`src/rtl/alu_arbiter.sv`:
```
// alu_arbiter: two-requester round-robin front end for a shared, registered ALU.
//
// A request is accepted only in IDLE; the winner's opcode and operands are latched and
// the ALU is driven for exactly one ISSUE cycle. The ALU's registered result is captured
// in CAPTURE, then a DONE cycle follows. At most one operation completes every four cycles.
//
// Ports
//   iclock, iresetn          clock, asynchronous active-low reset
//   ireq0/1, iop0/1          requests (held until granted) and requested opcodes
//   ia0/ib0, ia1/ib1         requester operands
//   ogrant0/1                one-cycle pulse: request accepted, operands latched
//   odone0/1                 one-cycle pulse: oresult/oflags/oerr valid for that requester
//   oresult, oflags, oerr    captured ALU result, status {n,z,p,e,c}, illegal-opcode flag
//   obusy                    high whenever the FSM is not idle
//   oalu_in1/2, oalu_op      ALU operand/opcode drive
//   ialu_out, ialu_psr       ALU result and status, registered one edge after issue
module alu_arbiter #(
  parameter int unsigned     Bits = 12,
  parameter int unsigned     Ops  = 4,
  parameter logic [Ops-1:0]  NOP  = '0
) (
  input  logic            iclock,
  input  logic            iresetn,
  input  logic            ireq0,
  input  logic            ireq1,
  input  logic [Ops-1:0]  iop0,
  input  logic [Ops-1:0]  iop1,
  input  logic [Bits-1:0] ia0,
  input  logic [Bits-1:0] ib0,
  input  logic [Bits-1:0] ia1,
  input  logic [Bits-1:0] ib1,
  output logic            ogrant0,
  output logic            ogrant1,
  output logic            odone0,
  output logic            odone1,
  output logic [Bits-1:0] oresult,
  output logic [4:0]      oflags,
  output logic            oerr,
  output logic            obusy,
  output logic [Bits-1:0] oalu_in1,
  output logic [Bits-1:0] oalu_in2,
  output logic [Ops-1:0]  oalu_op,
  input  logic [Bits-1:0] ialu_out,
  input  logic [4:0]      ialu_psr
);

  // Legal opcodes form the contiguous range ADD(0100) .. ROT(1000).
  localparam logic [Ops-1:0] OpFirst = Ops'(4'b0100);
  localparam logic [Ops-1:0] OpLast  = Ops'(4'b1000);

  typedef enum logic [1:0] {StIdle, StIssue, StCapture, StDone} state_e;

  state_e          state_q, state_d;
  logic            last_q, last_d;     // requester served last (1 = requester 1)
  logic            who_q, who_d;       // requester owning the current operation
  logic            illegal_q, illegal_d;
  logic            grant0_q, grant0_d, grant1_q, grant1_d;
  logic            done0_q, done0_d, done1_q, done1_d;
  logic [Bits-1:0] result_q, result_d;
  logic [4:0]      flags_q, flags_d;
  logic            err_q, err_d;
  logic            busy_q, busy_d;
  logic [Bits-1:0] in1_q, in1_d, in2_q, in2_d;
  logic [Ops-1:0]  aluop_q, aluop_d;

  logic            pick1;
  logic [Ops-1:0]  sel_op;
  logic            sel_legal;

  // Requester 1 wins if it is alone, or if both request and requester 0 was served last.
  assign pick1     = ireq1 & (~ireq0 | ~last_q);
  assign sel_op    = pick1 ? iop1 : iop0;
  assign sel_legal = (sel_op >= OpFirst) && (sel_op <= OpLast);

  always_comb begin
    state_d   = state_q;
    last_d    = last_q;
    who_d     = who_q;
    illegal_d = illegal_q;
    grant0_d  = 1'b0;
    grant1_d  = 1'b0;
    done0_d   = 1'b0;
    done1_d   = 1'b0;
    result_d  = result_q;
    flags_d   = flags_q;
    err_d     = err_q;
    in1_d     = in1_q;
    in2_d     = in2_q;
    aluop_d   = NOP;

    unique case (state_q)
      StIdle: begin
        if (ireq0 || ireq1) begin
          who_d     = pick1;
          last_d    = pick1;
          illegal_d = ~sel_legal;
          grant0_d  = ~pick1;
          grant1_d  = pick1;
          // Illegal opcodes never reach the ALU, so its operands are left untouched too.
          if (sel_legal) begin
            in1_d   = pick1 ? ia1 : ia0;
            in2_d   = pick1 ? ib1 : ib0;
            aluop_d = sel_op;
          end
          state_d = StIssue;
        end
      end
      StIssue: begin
        state_d = StCapture;
      end
      StCapture: begin
        if (illegal_q) begin
          result_d = '0;
          flags_d  = '0;
          err_d    = 1'b1;
        end else begin
          result_d = ialu_out;
          flags_d  = ialu_psr;
          err_d    = 1'b0;
        end
        done0_d = ~who_q;
        done1_d = who_q;
        state_d = StDone;
      end
      StDone: begin
        state_d = StIdle;
      end
      default: begin
        state_d = StIdle;
      end
    endcase

    busy_d = (state_d != StIdle);
  end

  always_ff @(posedge iclock or negedge iresetn) begin
    if (!iresetn) begin
      state_q   <= StIdle;
      last_q    <= 1'b1;  // favours requester 0 on the first contested grant
      who_q     <= 1'b0;
      illegal_q <= 1'b0;
      grant0_q  <= 1'b0;
      grant1_q  <= 1'b0;
      done0_q   <= 1'b0;
      done1_q   <= 1'b0;
      result_q  <= '0;
      flags_q   <= '0;
      err_q     <= 1'b0;
      busy_q    <= 1'b0;
      in1_q     <= '0;
      in2_q     <= '0;
      aluop_q   <= NOP;
    end else begin
      state_q   <= state_d;
      last_q    <= last_d;
      who_q     <= who_d;
      illegal_q <= illegal_d;
      grant0_q  <= grant0_d;
      grant1_q  <= grant1_d;
      done0_q   <= done0_d;
      done1_q   <= done1_d;
      result_q  <= result_d;
      flags_q   <= flags_d;
      err_q     <= err_d;
      busy_q    <= busy_d;
      in1_q     <= in1_d;
      in2_q     <= in2_d;
      aluop_q   <= aluop_d;
    end
  end

  assign ogrant0  = grant0_q;
  assign ogrant1  = grant1_q;
  assign odone0   = done0_q;
  assign odone1   = done1_q;
  assign oresult  = result_q;
  assign oflags   = flags_q;
  assign oerr     = err_q;
  assign obusy    = busy_q;
  assign oalu_in1 = in1_q;
  assign oalu_in2 = in2_q;
  assign oalu_op  = aluop_q;

endmodule

```
`config.mk`:
```
export PLATFORM = sky130hd
export DESIGN_NAME = alu_arbiter
export DESIGN_NICKNAME = d
export VERILOG_FILES = /design/src/rtl/alu_arbiter.sv
export SDC_FILE = /design/constraint.sdc
export NUM_CORES = 1
export LEC_CHECK = 0
export ABC_CLOCK_PERIOD_IN_PS = 2200
export BUFFER_PORTS_ARGS = -buffer_cell sky130_fd_sc_hd__clkbuf_2
export CAP_MARGIN = 5
export CORE_MARGIN = 2
export CORE_UTILIZATION = 45
export CTS_CLUSTER_SIZE = 25
export DETAILED_ROUTE_END_ITERATION = 10
export GPL_TIMING_DRIVEN = 0
export PLACE_DENSITY = 0.78
export RECOVER_POWER = 100
export SLEW_MARGIN = 20
export SYNTH_ARGS = -nofsm -noshare
export SYNTH_HDL_FRONTEND = slang
export SYNTH_SLANG_ARGS = --single-unit
```
`constraint.sdc`:
```
create_clock -name iclock -period 2.2 [get_ports iclock]
set_clock_uncertainty 0.05 [all_clocks]
set_input_delay 0.55 -clock iclock [delete_from_list [all_inputs] [get_ports iclock]]
set_output_delay 0.55 -clock iclock [all_outputs]
set_load 0.05 [all_outputs]
```
---- Word-level counts from Yosys, hierarchy flattened ----
Index checks and enable logic that the tools add are counted.
storage, ports and cells
  flip-flop bits (word level) ............. 56
  input port bits ......................... 77
  output and inout bits ................... 51
  logic and storage cells ................. 50
operators by class
  order comparisons ....................... 2
  equality and inequality tests ........... 3
  mux-type cells .......................... 17
  bitwise gates (word level) .............. 7
  reductions and logical operators ........ 6
operators with widths
  cell                count
  $mux 12             3
  $mux 4              4
  $pmux 2 s4          1
  $mux 1              7
  $mux 5              1
  $not 1->1           5
  $eq 2x2->1 const B  2
  $ge 4x3->1 const B  1
  $le 4x4->1 const B  1
  $reduce_and 3->1    1
  $eq 2x1->1 const B  1
  $logic_not 2->1     1
  $mux 2              1
  $reduce_and 2->1    1
  $reduce_bool 2->1   1
  $and 1x1->1         1
  $logic_and 1x1->1   1
  $logic_or 1x1->1    1
  $or 1x1->1          1

---- Longest topological paths before layout ----
Gate-level depths: netlist (run 1).
  depth in word-level cells ............... 9
  depth in mapped cells ................... 7
  mapped depth without buffers ............ 5

---- Worst setup path after synthesis (run 1) ----
No wires, ideal clock.
  kind .................................... input to register
  start point ............................. input port iop1[0]
  end point ............................... register in2_q[10] (netlist: oalu_in2[10])
  setup time .............................. 0.125 ns
  arrival time ............................ 1.775 ns
  required time ........................... 2.025 ns
  path slack .............................. 0.249 ns
  stages .................................. 5
  buffers on the path ..................... 1
  cells stage by stage .................... nor4b_4 -> nor3_2 -> nor3_4 -> buf_12 -> mux2_4
between the ends
  word-level cells in the longest chain between the ends .. 4
  elaborated cells on any way between the ends .. 5
  classes of those cells .................. order compare: 2; mux: 1; reduce/logical: 2
RTL lines
  element                                          line  text
  start, declared                                  27    input logic [Ops-1:0] iop1,
  $mux 4 *                                         72    assign sel_op = pick1 ? iop1 : iop0;
  $ge 4x3->1 / $le 4x4->1 (equally long branches)  73    assign sel_legal = (sel_op >= OpFirst) && (sel_op <= OpLast);
  $logic_and 1x1->1 *                              73
  $reduce_and 3->1 (no line) *                     n/a
  end signal, assigned                             167   in2_q <= in2_d;
  end, declared                                    63    logic [Bits-1:0] in1_q, in1_d, in2_q, in2_d;
Mark *: on every way between the ends. The rest lies on a longest branch, timed or not.
A chain may end at the register's enable or synchronous reset.

---- Worst setup path after layout (run 1) ----
  start point ............................. register state_q[0]
  end point ............................... register in2_q[2] (netlist: oalu_in2[2])
between the ends
  word-level cells in the longest chain between the ends .. 2
RTL lines
  element                     line  text
  start, declared             53    state_e state_q, state_d;
  start signal, assigned      138   state_q <= StIdle;
  start signal, assigned      154   state_q <= state_d;
  $logic_not 2->1             91    unique case (state_q)
  $reduce_and 3->1 (no line)  n/a
No other way between the ends.

==> impl_table.tex, run 1 <==
\begin{tabular}{lr}
\hline
Metric & Value \\
\hline
\multicolumn{2}{l}{\textbf{STA}} \\
\quad Worst slew margin & 0.0978 \\
\quad Post-layout minimum cycle time & 2060 ps \\
\quad Final setup violation count & 0 \\
\quad Achievable Freq & 485 MHz \\
\quad Transition time at the pin with the least slew margin & 1350 ps \\
\quad Number of pins exceeding their max-slew limit in the final report & 0 \\
\quad Worst Setup Slack, final & 138 ps \\
\quad Ratio of final minimum period to clock period & 0.937 \\
\quad Setup repair after global routing missed its margin & no \\
\quad Setup Total Neg Slack & 0 ps \\
\quad Final-report hold violation count & 0 \\
\quad Hold Worst Slack & 399 ps \\
\multicolumn{2}{l}{\textbf{Final layout}} \\
\quad Post-layout util & 0.591 \\
\quad Layout area overhead & 29.1\% \\
\quad Design Area, Final & 3440 µm² \\
\quad Sequential standard cell area & 1400 µm² \\
\quad Finished Layout Cells & 458 \\
\quad Ratio of cells with drive above 1 in the final layout & 0.345 \\
\quad Number of diodes & 0 \\
\quad Nets & 462 \\
\quad Number of fillers in the final layout & 546 \\
\quad Footprint of the multi-input gates & 1120 µm² \\
\multicolumn{2}{l}{\textbf{Clock tree}} \\
\quad Number of H-tree levels & 2 \\
\quad Clock network latency to the later pin of the worst-skew pair & 310 ps \\
\quad Number of hold-repair buffers added at the cts stage & 0 \\
\quad Number of buffers created by CTS & 5 \\
\quad Number of buffers on the longest clock path & 2 \\
\quad Clock input transition at the sequential cells of the worst setup and hold paths & 100 ps \\
\quad Root Driver & clkbuf\_8 \\
\quad Number of sinks driven by the clock tree & 56 \\
\quad CTS tree & yes \\
\multicolumn{2}{l}{\textbf{GRT}} \\
\quad Combined global-route utilization of all metal layers & 0.180 \\
\quad First-pass GRT wire length & 9.00 mm \\
\quad Peak-usage layer in the global routing report & met2 \\
\quad Routing usage on met3 & 0.0556 \\
\quad Vias in the first global route & 1999 \\
\quad GR Layer Usage met2 & 0.302 \\
\quad Leftover overflow at the end of global routing & 0 \\
\quad Met1 GRT Util & 0.220 \\
\quad Maximum number of pins on one net before global-route repair & 57 \\
\quad Initial antenna violation count & 0 \\
\multicolumn{2}{l}{\textbf{Setup path}} \\
\quad Depth of the worst register-to-register path & 7 \\
\quad Critical path launch point type & flop \\
\quad Dominant cell type by count on the critical path & buf\_12 \\
\quad CP endpoint kind & flop \\
\quad Endpoint of the lowest-slack register-to-register path & oalu\_in2[2]\$\_DFFE\_PN0P\_ \\
\quad Required time worst endpoint & 2350 ps \\
\quad Worst path cell trace & inv\_1 > ha\_1 > o21ai\_1 > nor3\_1 > buf\_12 > buf\_12 > mux2\_1 \\
\quad Crit Path Max Fanout & 10 \\
\quad Crit-path max cell delay & 390 ps \\
\quad Worst reg-to-reg setup slack & 140 ps \\
\quad Start of the worst register-to-register path & state\_q[0]\$\_DFF\_PN0\_ \\
\quad Worst-path cell with the longest stage delay & dfrtp\_1 \\
\quad Kind of critical path & reg -> reg \\
\quad Crit path DAT & 2210 ps \\
\multicolumn{2}{l}{\textbf{Synth}} \\
\quad Share of flip-flops with an asynchronous set or reset & 1.00 \\
\quad Number of warnings reported in the yosys synthesis log & 0 \\
\quad Area contributors post-synth & dfrtp\_1 52\%, nand2\_1 11\%, mux2\_4 11\% \\
\quad Share of synthesized area occupied by flip-flops and latches & 0.527 \\
\quad Mean area per synthesized cell & 10.8 µm² \\
\quad Main synth FF type & dfrtp\_1 \\
\quad Share of the synthesized area in the top cell type & 0.517 \\
\quad EDFF count, synth & 0 \\
\quad Yosys reg bits & 56 \\
\quad Commonest cells post-synth & 79 x nand2\_1, 55 x dfrtp\_1, 19 x mux2\_4, 19 x nor2b\_1, 14 x a31o\_2 \\
\quad Most numerous cell in the Yosys netlist & nand2\_1 \\
\quad Largest area contributor in the synthesized netlist & dfrtp\_1 \\
\quad Mapped cell area & 2660 µm² \\
\quad Number of library cell types mapped by synthesis & 31 \\
\quad Number of nets produced by synthesis & 326 \\
\quad Instance count of the mapped netlist & 246 \\
\multicolumn{2}{l}{\textbf{Floorplanning}} \\
\quad IO Count & 128 \\
\quad Core area & 5820 µm² \\
\quad Die span in y & 80.9 µm \\
\quad Die width & 80.9 µm \\
\quad Floorplan row count & 28 \\
\quad Initial cell density of the core & 0.458 \\
\quad Die area & 6540 µm² \\
\multicolumn{2}{l}{\textbf{Route}} \\
\quad Routed via count & 2177 \\
\quad Detailed-route DRC error count & 0 \\
\quad Remaining number of nets flagged by the antenna check after routing & 0 \\
\quad Total detailed-routing wirelength & 6.05 mm \\
\quad Initial DRT Pass Iterations & 4 \\
\quad Number of vias per cell & 4.75 \\
\quad Number of design-rule violations left by the first detailed-router iteration & 36 \\
\quad Routed wirelength normalized by instance count & 13.2 µm \\
\multicolumn{2}{l}{\textbf{Placement}} \\
\quad Placed wire-length estimate & 4.53 mm \\
\quad Post-Place Setup Slack & -59.5 ps \\
\quad Cell total after placement & 448 \\
\quad Area after detailed placement & 3390 µm² \\
\quad Number of port buffers & 127 \\
\quad Final weighted congestion of routability-driven global placement & 0.757 \\
\multicolumn{2}{l}{\textbf{Power}} \\
\quad Static power due to leakage & 1.76 nW \\
\quad Power density of the placed cells & 1430 nW/µm² \\
\quad Largest vdd supply drop & 0.866 mV \\
\quad Total Power Consumption & 4.93 mW \\
\multicolumn{2}{l}{\textbf{Status}} \\
\quad Run status & complete, no violations \\
\multicolumn{2}{l}{\textbf{Min path}} \\
\quad Min-Delay Endpoint & oresult[10]\$\_DFFE\_PN0P\_ \\
\quad Worst min-delay path class & in -> reg \\
\quad Min-Delay Path Depth & 3 \\
\quad Worst Hold Launch & ialu\_out[10] \\
\multicolumn{2}{l}{\textbf{Flow run}} \\
\quad MaxCap Viol Count & 0 \\
\hline
\end{tabular}
-- worst max-delay path by stage --
stage / depth (start not counted) / endpoint / from
3_3_place_gp: 6 / oalu_in1[5]$_DFFE_PN0P_ / iop1[0]
6_report: 7 / oalu_in2[2]$_DFFE_PN0P_ / state_q[0]$_DFF_PN0_
2_1_floorplan: 5 / oalu_in2[10]$_DFFE_PN0P_ / iop1[0]
3_5_place_dp: 6 / oalu_in1[6]$_DFFE_PN0P_ / iop0[0]
4_1_cts: 6 / oflags[4]$_DFFE_PN0P_ / state_q[0]$_DFF_PN0_
5_1_grt: 7 / oalu_in2[1]$_DFFE_PN0P_ / state_q[0]$_DFF_PN0_
-- worst max-delay path, delay by kind of cell, from the launching register on --
family                     cells  cell delay, ps
adders and majority gates      1             230
DFF                            1             390
muxes                          1             320
AOI/OAI and AO/OA              1             210
buffers and inverters          3             400
and+or+nand+nor                1             360
-- power by group --
| group | switching (mW) | internal [mW] | leakage (nW) | total (mW) |
|---|---|---|---|---|
| clock | 0.336 | 0.226 | 0.0404 | 0.562 |
| sequential | 0.208 | 1.42 | 0.707 | 1.63 |
| combinational | 1.93 | 0.813 | 1.02 | 2.74 |
| total | 2.47 | 2.46 | 1.76 | 4.93 |
-- layout make-up --
class / count / area share
multi-input combinational: 170 / 0.327
tap: 75 / 0.0273
timing repair buffer: 129 / 0.178
buffer: 13 / 0.0248
inverter: 7 / 0.00764
clock buffer: 5 / 0.0200
clock inverter: 3 / 0.00692
sequential: 56 / 0.408
-- logic make-up (layout without fill, tap and decap cells) --
group           Yosys count  count (layout)  synth area share
compound gates           29              29            0.0809
fa+ha+maj                 3               3            0.0141
buf+inv                  20             157            0.0418
flops                    56              56             0.527
mux                      26              26             0.137
simple gates            112             112             0.199
-- layer usage --
layer  vias up  share of wire
met5         -              0
met4         0          0.015
met3         8          0.081
met2       101           0.45
met1       989           0.45
li1       1079              -
-- repair_timing --
action                                  CTS  global route
resized for setup                         0             2
endpoints found under the setup margin   19            10
buffers inserted                          2             0
pin swaps                                 1             0
-- sequential cells by signal, indices dropped and copies added, names as in the netlist --
register and cells:
last_q 1, oalu_in1 12, oresult 12, odone0 1, illegal_q 1, oflags 5, obusy 1, ogrant0 1
odone1 1, who_q 1, oalu_op 4, state_q 2, oerr 1, oalu_in2 12, ogrant1 1
-- layout by cell type, fill, tap and decap left out --
cell type | synthesis | routed
mux2_1 | 0 | 3
o21ai_0 | 3 | 3
clkbuf_1 | 8 | 59
and2_0 | 0 | 1
mux2_4 | 19 | 16
nand3_1 | 2 | 2
a21boi_0 | 1 | 1
nor3_1 | 2 | 3
clkinv_4 | 0 | 1
dfstp_1 | 0 | 1
nor4b_2 | 1 | 1
ha_1 | 3 | 3
o32ai_1 | 1 | 1
o21ai_1 | 1 | 1
a31oi_1 | 1 | 1
nor2_1 | 3 | 3
a31o_2 | 14 | 14
mux2_2 | 7 | 7
clkbuf_8 | 0 | 5
a21oi_1 | 5 | 5
a21bo_1 | 0 | 1
buf_2 | 3 | 2
nor3_2 | 1 | 1
a21boi_1 | 1 | 1
inv_1 | 7 | 7
clkinvlp_4 | 0 | 2
a21o_1 | 1 | 1
clkbuf_2 | 0 | 77
nand2_1 | 79 | 79
nor4b_4 | 1 | 1
or2_2 | 1 | 1
and3_1 | 1 | 1
dfrtp_1 | 55 | 55
buf_12 | 2 | 4
nor2b_1 | 19 | 19
(Power assumes the default switching activity.)
==> run 2, diff against run 1 <==
--- a/config.mk
+++ b/config.mk
@@ -7,7 +7,7 @@
 export LEC_CHECK = 0
 export ABC_CLOCK_PERIOD_IN_PS = 2200
 export BUFFER_PORTS_ARGS = -buffer_cell sky130_fd_sc_hd__clkbuf_2
-export CAP_MARGIN = 5
+export CORE_ASPECT_RATIO = 1.5
 export CORE_MARGIN = 2
 export CORE_UTILIZATION = 45
 export CTS_CLUSTER_SIZE = 25
==> run 2 against run 1 <==
- critical path type unchanged
- sequential power is essentially flat
- largest power group unchanged
- sequential cell count did not move
- cell count is 0.66% lower
- critical endpoint is now oalu_in1[1]$_DFFE_PN0P_
- wire length decreased by 6.5%
- sequential share of layout area up 0.71 points
==> impl_table.tex, run 2 (same netlist as run 1, synthesis figures left out) <==
\begin{tabular}{lr}
\hline
Metric & Value \\
\hline
\multicolumn{2}{l}{\textbf{Route}} \\
\quad Detailed-route DRC error count & 0 \\
\quad Top Metal Used & met4 \\
\quad Routed wirelength normalized by instance count & 12.4 µm \\
\quad Met1 wire length & 2.21 mm \\
\quad Met2 WL post-DR & 2.96 mm \\
\quad Remaining number of nets flagged by the antenna check after routing & 0 \\
\quad Number of design-rule violations left by the first detailed-router iteration & 114 \\
\quad Initial DRT Pass Iterations & 4 \\
\quad Sum of met3 wire segment lengths after detailed routing & 423 µm \\
\quad Number of vias per cell & 4.85 \\
\quad Total detailed-routing wirelength & 5.66 mm \\
\quad Routed via count & 2206 \\
\multicolumn{2}{l}{\textbf{Final layout}} \\
\quad Most frequent cells in the layout & 79 x nand2\_1, 77 x clkbuf\_2, 59 x clkbuf\_1 \\
\quad Footprint of the multi-input gates & 1080 µm² \\
\quad Post-layout util & 0.588 \\
\quad Layout area overhead & 26.9\% \\
\quad Nets & 462 \\
\quad Ratio of cells with drive above 1 in the final layout & 0.311 \\
\quad Number of diodes & 0 \\
\quad Sequential standard cell area & 1400 µm² \\
\quad Finished Layout Cells & 455 \\
\quad Design Area, Final & 3380 µm² \\
\quad Most common cell after layout, fill and taps aside & nand2\_1 \\
\quad Number of fillers in the final layout & 546 \\
\multicolumn{2}{l}{\textbf{Setup path}} \\
\quad Crit path DAT & 2170 ps \\
\quad Start of the worst register-to-register path & state\_q[0]\$\_DFF\_PN0\_ \\
\quad Kind of critical path & reg -> reg \\
\quad Endpoint of the lowest-slack register-to-register path & oalu\_in1[1]\$\_DFFE\_PN0P\_ \\
\quad Worst-path cell with the longest stage delay & dfrtp\_1 \\
\quad CP endpoint kind & flop \\
\quad Worst path cell trace & inv\_1 > ha\_1 > o21ai\_1 > nor3\_4 > buf\_12 > buf\_12 > mux2\_1 \\
\quad Critical path launch point type & flop \\
\quad Worst reg-to-reg setup slack & 170 ps \\
\quad Crit Path Max Fanout & 10 \\
\quad Dominant cell type by count on the critical path & buf\_12 \\
\quad Required time worst endpoint & 2340 ps \\
\quad Crit-path max cell delay & 390 ps \\
\quad Depth of the worst register-to-register path & 7 \\
\multicolumn{2}{l}{\textbf{Floorplanning}} \\
\quad Die span in y & 98.2 µm \\
\quad IO Count & 128 \\
\quad Die area & 6560 µm² \\
\quad Floorplan row count & 34 \\
\quad Die width & 66.8 µm \\
\quad Core area & 5740 µm² \\
\quad Initial cell density of the core & 0.463 \\
\multicolumn{2}{l}{\textbf{Clock tree}} \\
\quad Number of buffers created by CTS & 5 \\
\quad CTS tree & yes \\
\quad Number of sinks driven by the clock tree & 56 \\
\quad Number of H-tree levels & 2 \\
\quad Clock network latency to the later pin of the worst-skew pair & 300 ps \\
\quad Clock input transition at the sequential cells of the worst setup and hold paths & 100 ps \\
\quad Number of hold-repair buffers added at the cts stage & 0 \\
\quad Number of buffers on the longest clock path & 2 \\
\quad Root Driver & clkbuf\_8 \\
\multicolumn{2}{l}{\textbf{STA}} \\
\quad Transition time at the pin with the least slew margin & 1310 ps \\
\quad Setup repair after global routing missed its margin & no \\
\quad Setup Total Neg Slack & 0 ps \\
\quad Achievable Freq & 493 MHz \\
\quad Final setup violation count & 0 \\
\quad Ratio of final minimum period to clock period & 0.922 \\
\quad Final-report hold violation count & 0 \\
\quad Worst slew margin & 0.125 \\
\quad Post-layout minimum cycle time & 2030 ps \\
\quad Number of pins exceeding their max-slew limit in the final report & 0 \\
\multicolumn{2}{l}{\textbf{GRT}} \\
\quad Combined global-route utilization of all metal layers & 0.182 \\
\quad Maximum number of pins on one net before global-route repair & 57 \\
\quad Initial antenna violation count & 0 \\
\quad First-pass GRT wire length & 9.45 mm \\
\quad Leftover overflow at the end of global routing & 0 \\
\quad Vias in the first global route & 2235 \\
\multicolumn{2}{l}{\textbf{Power}} \\
\quad Largest vdd supply drop & 0.593 mV \\
\quad Static power due to leakage & 1.74 nW \\
\quad Total Power Consumption & 4.76 mW \\
\quad Power density of the placed cells & 1410 nW/µm² \\
\multicolumn{2}{l}{\textbf{Min path}} \\
\quad Min-Delay Endpoint & oresult[11]\$\_DFFE\_PN0P\_ \\
\quad Min-Delay Path Depth & 3 \\
\quad Worst Hold Launch & ialu\_out[11] \\
\quad Worst min-delay path class & in -> reg \\
\multicolumn{2}{l}{\textbf{Flow run}} \\
\quad MaxCap Viol Count & 0 \\
\multicolumn{2}{l}{\textbf{Placement}} \\
\quad Cell total after placement & 445 \\
\quad Final weighted congestion of routability-driven global placement & 0.829 \\
\quad Number of port buffers & 127 \\
\quad Area after detailed placement & 3390 µm² \\
\quad Placed wire-length estimate & 4.41 mm \\
\multicolumn{2}{l}{\textbf{Status}} \\
\quad Run status & complete, no violations \\
\hline
\end{tabular}
## run 2: routing by layer
metal,vias up,global-route usage
li1,1078,-
met1,1040,0.202
met2,82,0.342
met3,6,0.0380
met4,0,0.0471
met5,-,0
## run 2: metrics by stage
step | hold WS [ps] | setup slack (ps)
global placement | 380 | -55.9
global route | 413 | 55.2
detailed placement | 385 | -67.5
finish | 395 | 172
CTS | 294 | 1.17
floorplan | 204 | 249
## run 2: worst max-delay path, delay by kind of cell, from the launching register on
family          cells  cell delay, ps
flops               1             390
buf+inv             3             390
mux                 1             320
simple gates        1             290
compound gates      1             250
fa+ha+maj           1             220
## run 2: power breakdown
part | internal [mW] | leakage [nW] | switching, mW
registers | 1.42 | 0.707 | 0.190
logic | 0.688 | 0.981 | 1.91
clock network | 0.229 | 0.0485 | 0.329
total | 2.34 | 1.74 | 2.42
## run 2: timing repair
action                                  in CTS  in global routing
gates resized for setup                      0                  2
buffers inserted                             0                  2
pin swaps                                    1                  1
endpoints found under the setup margin      19                 20
## run 2: cell type report
type | count | area share
multi-input combinational | 170 | 0.321
sequential | 56 | 0.415
clock inverter | 3 | 0.00667
inverter | 7 | 0.00778
clock buffer | 5 | 0.0204
timing repair buffer | 129 | 0.177
tap | 72 | 0.0267
buffer | 13 | 0.0252
## run 2: worst max path at each step
stage	from	slack (ps)	depth (start not counted)	to
after floorplan	iop1[0]	250	5	oalu_in2[10]$_DFFE_PN0P_
after global placement	iop0[0]	-60	6	oalu_in1[6]$_DFFE_PN0P_
after detailed placement	iop1[0]	-70	6	oalu_in1[6]$_DFFE_PN0P_
after CTS	state_q[0]$_DFF_PN0_	1	6	oalu_in1[6]$_DFFE_PN0P_
after global routing	state_q[0]$_DFF_PN0_	60	7	oalu_in1[2]$_DFFE_PN0P_
final	state_q[0]$_DFF_PN0_	170	7	oalu_in1[1]$_DFFE_PN0P_
==> run 3, diff against run 2 <==
--- a/config.mk
+++ b/config.mk
@@ -5,6 +5,7 @@
 export SDC_FILE = /design/constraint.sdc
 export NUM_CORES = 1
 export LEC_CHECK = 0
+export ABC_AREA = 1
 export ABC_CLOCK_PERIOD_IN_PS = 2200
 export BUFFER_PORTS_ARGS = -buffer_cell sky130_fd_sc_hd__clkbuf_2
 export CORE_ASPECT_RATIO = 1.5
@@ -13,7 +14,7 @@
 export CTS_CLUSTER_SIZE = 25
 export DETAILED_ROUTE_END_ITERATION = 10
 export GPL_TIMING_DRIVEN = 0
-export PLACE_DENSITY = 0.78
+export PLACE_DENSITY = 0.8
 export RECOVER_POWER = 100
 export SLEW_MARGIN = 20
 export SYNTH_ARGS = -nofsm -noshare
==> run 3 against run 2 <==
- worst hold slack better by 10 ps
- largest cell class unchanged
- cell count down 4.0%
- synthesized cell count down 5.7%
- utilization up 1.2 points
==> impl_table.tex, run 3 <==
\begin{tabular}{lr}
\hline
Metric & Value \\
\hline
\multicolumn{2}{l}{\textbf{Setup path}} \\
\quad Crit path DAT & 2120 ps \\
\quad Worst-path cell with the longest stage delay & clkbuf\_1 \\
\quad Endpoint of the lowest-slack register-to-register path & oresult[10]\$\_DFFE\_PN0P\_ \\
\quad Crit Path Max Fanout & 10 \\
\quad CP endpoint kind & flop \\
\quad Worst setup path start & state\_q[0]\$\_DFF\_PN0\_ \\
\quad Required time worst endpoint & 2390 ps \\
\quad Start of the worst register-to-register path & state\_q[0]\$\_DFF\_PN0\_ \\
\quad Worst reg-to-reg setup slack & 270 ps \\
\quad Worst path cell trace & inv\_1 > ha\_1 > inv\_2 > nor2\_2 > clkbuf\_1 > a22o\_1 \\
\quad Kind of critical path & reg -> reg \\
\quad Depth of the worst register-to-register path & 6 \\
\quad Critical path launch point type & flop \\
\quad Crit-path max cell delay & 410 ps \\
\multicolumn{2}{l}{\textbf{STA}} \\
\quad Setup repair after global routing missed its margin & no \\
\quad Number of pins exceeding their max-slew limit in the final report & 0 \\
\quad Final setup violation count & 0 \\
\quad Post-layout minimum cycle time & 1930 ps \\
\quad Transition time at the pin with the least slew margin & 1340 ps \\
\quad Setup Total Neg Slack & 0 ps \\
\quad Achievable Freq & 517 MHz \\
\quad Worst slew margin & 0.103 \\
\quad Ratio of final minimum period to clock period & 0.879 \\
\quad Final-report hold violation count & 0 \\
\multicolumn{2}{l}{\textbf{Synth}} \\
\quad Fraction of synthesized cell area in xor and xnor cells & 0 \\
\quad Synthesized-area fraction occupied by ao, oa, aoi and oai cells & 0.0725 \\
\quad Largest area contributor in the synthesized netlist & dfrtp\_1 \\
\quad Commonest cells post-synth & 60 x nand2\_1, 55 x dfrtp\_1, 27 x nand3\_1 \\
\quad Number of library cell types mapped by synthesis & 25 \\
\quad Most numerous cell in the Yosys netlist & nand2\_1 \\
\quad Share of synthesized area occupied by flip-flops and latches & 0.568 \\
\quad Main combinational cell family by area after synthesis & simple AND/OR/NAND/NOR gates \\
\quad Mapped cell area & 2470 µm² \\
\quad Share of the synthesized area in the top cell type & 0.558 \\
\quad Mean area per synthesized cell & 10.6 µm² \\
\quad Adder and majority gate portion of the synthesized area & 0.0152 \\
\quad Share of flip-flops with an asynchronous set or reset & 1.00 \\
\quad EDFF count, synth & 0 \\
\quad Main synth FF type & dfrtp\_1 \\
\quad Instance count of the mapped netlist & 232 \\
\quad Number of warnings reported in the yosys synthesis log & 0 \\
\quad Yosys reg bits & 56 \\
\quad Number of nets produced by synthesis & 312 \\
\quad Post-synthesis mux area share & 0.109 \\
\quad Area contributors post-synth & dfrtp\_1 56\%, mux2\_2 11\%, nand2\_1 9.1\% \\
\quad Simple-Gate Fraction of Synth Area & 0.191 \\
\multicolumn{2}{l}{\textbf{Status}} \\
\quad Run status & complete, no violations \\
\multicolumn{2}{l}{\textbf{Placement}} \\
\quad Final weighted congestion of routability-driven global placement & 0.711 \\
\quad Number of port buffers & 127 \\
\quad Placed wire-length estimate & 4.59 mm \\
\multicolumn{2}{l}{\textbf{Floorplanning}} \\
\quad Die area & 6110 µm² \\
\quad IO Count & 128 \\
\quad Die width & 64.5 µm \\
\quad Initial cell density of the core & 0.460 \\
\quad Die span in y & 94.7 µm \\
\quad Core area & 5370 µm² \\
\quad Floorplan row count & 33 \\
\multicolumn{2}{l}{\textbf{Clock tree}} \\
\quad Number of H-tree levels & 2 \\
\quad Clock network latency to the later pin of the worst-skew pair & 300 ps \\
\quad Number of buffers created by CTS & 5 \\
\quad Root Driver & clkbuf\_8 \\
\quad Number of sinks driven by the clock tree & 56 \\
\quad CTS tree & yes \\
\quad Number of hold-repair buffers added at the cts stage & 0 \\
\quad Clock input transition at the sequential cells of the worst setup and hold paths & 100 ps \\
\quad Number of buffers on the longest clock path & 2 \\
\multicolumn{2}{l}{\textbf{Final layout}} \\
\quad Most common cell after layout, fill and taps aside & clkbuf\_2 \\
\quad Layout area overhead & 30.4\% \\
\quad Number of diodes & 0 \\
\quad Nets & 446 \\
\quad Ratio of cells with drive above 1 in the final layout & 0.343 \\
\quad Most frequent cells in the layout & 78 x clkbuf\_2, 60 x nand2\_1, 55 x dfrtp\_1 \\
\multicolumn{2}{l}{\textbf{Route}} \\
\quad Number of vias per cell & 4.95 \\
\quad Detailed-route DRC error count & 0 \\
\quad Total detailed-routing wirelength & 5.96 mm \\
\quad Routed wirelength normalized by instance count & 13.6 µm \\
\quad Routed via count & 2161 \\
\quad Number of design-rule violations left by the first detailed-router iteration & 100 \\
\quad Remaining number of nets flagged by the antenna check after routing & 0 \\
\quad Initial DRT Pass Iterations & 4 \\
\multicolumn{2}{l}{\textbf{GRT}} \\
\quad First-pass GRT wire length & 9.34 mm \\
\quad Maximum number of pins on one net before global-route repair & 57 \\
\quad Leftover overflow at the end of global routing & 0 \\
\quad Combined global-route utilization of all metal layers & 0.198 \\
\quad Initial antenna violation count & 0 \\
\quad Vias in the first global route & 2025 \\
\multicolumn{2}{l}{\textbf{Min path}} \\
\quad Min-Delay Endpoint & oresult[0]\$\_DFFE\_PN0P\_ \\
\quad Min-Delay Path Depth & 2 \\
\quad Worst Hold Launch & ialu\_out[0] \\
\quad Worst min-delay path class & in -> reg \\
\multicolumn{2}{l}{\textbf{Flow run}} \\
\quad MaxCap Viol Count & 0 \\
\multicolumn{2}{l}{\textbf{Power}} \\
\quad Total Power Consumption & 4.98 mW \\
\quad Static power due to leakage & 1.71 nW \\
\quad Largest vdd supply drop & 0.745 mV \\
\quad Power density of the placed cells & 1550 nW/µm² \\
\hline
\end{tabular}
-- run 3: worst max-delay path, delay by kind of cell, from the launching register on --
kind	cells	cell delay, ps
buffers and inverters	3	660
flip-flops	1	370
AND/OR/NAND/NOR	1	300
adder cells (fa/ha/maj)	1	270
AO/OA/AOI/OAI	1	210
-- run 3: routing by layer --
metal,GRT usage,routed length (µm)
met1,0.223,2350
met2,0.371,3190
met3,0.0405,338
met4,0.0603,85
met5,0,0
-- run 3: cell type report --
class,instances,area [µm²]
Clock buffer,6,72.6
Buffer,11,67.6
Multi-Input combinational cell,154,960
Inverter,11,41.3
Timing Repair Buffer,127,572
Sequential cell,56,1400
Tap cell,70,87.6
Fill cell,529,2150
Clock inverter,2,16.3
-- run 3: kinds of logic (layout without fill, tap and decap cells) --
kind of cell,count (synthesis),count (layout)
fa+ha+maj,3,3
simple gates,105,105
compound gates,22,22
buf+inv,22,157
mux,24,24
flops,56,56
-- run 3: report_power, final --
group          internal (mW)  total (mW)  switching (mW)
Clock                  0.227       0.547           0.320
Combinational          0.631        2.72            2.09
Sequential              1.47        1.71           0.233
Total                   2.33        4.98            2.64
-- run 3: worst max-delay path by stage --
stage,end,depth (start not counted)
after global placement,oalu_in1[8]$_DFFE_PN0P_,12
after floorplan,oalu_in2[10]$_DFFE_PN0P_,10
after global routing,oalu_in1[8]$_DFFE_PN0P_,8
final,oresult[10]$_DFFE_PN0P_,6
after detailed placement,oflags[4]$_DFFE_PN0P_,6
after CTS,oflags[4]$_DFFE_PN0P_,6
-- run 3: metrics by stage --
step,hold WS [ps],utilization,cell area (µm²),instances,worst slack (ps)
2_1_floorplan,204,-,2470,232,469
3_3_place_gp,393,0.595,3190,429,180
3_5_place_dp,400,0.595,3190,429,132
4_1_cts,298,0.612,3280,437,117
5_1_grt,390,0.600,3220,437,64.4
6_report,405,0.600,3220,437,266
-- run 3: timing repair --
action | CTS | global route
setup buffers | 0 | 0
setup endpoints to repair | 0 | 9
gates resized for setup | 0 | 1
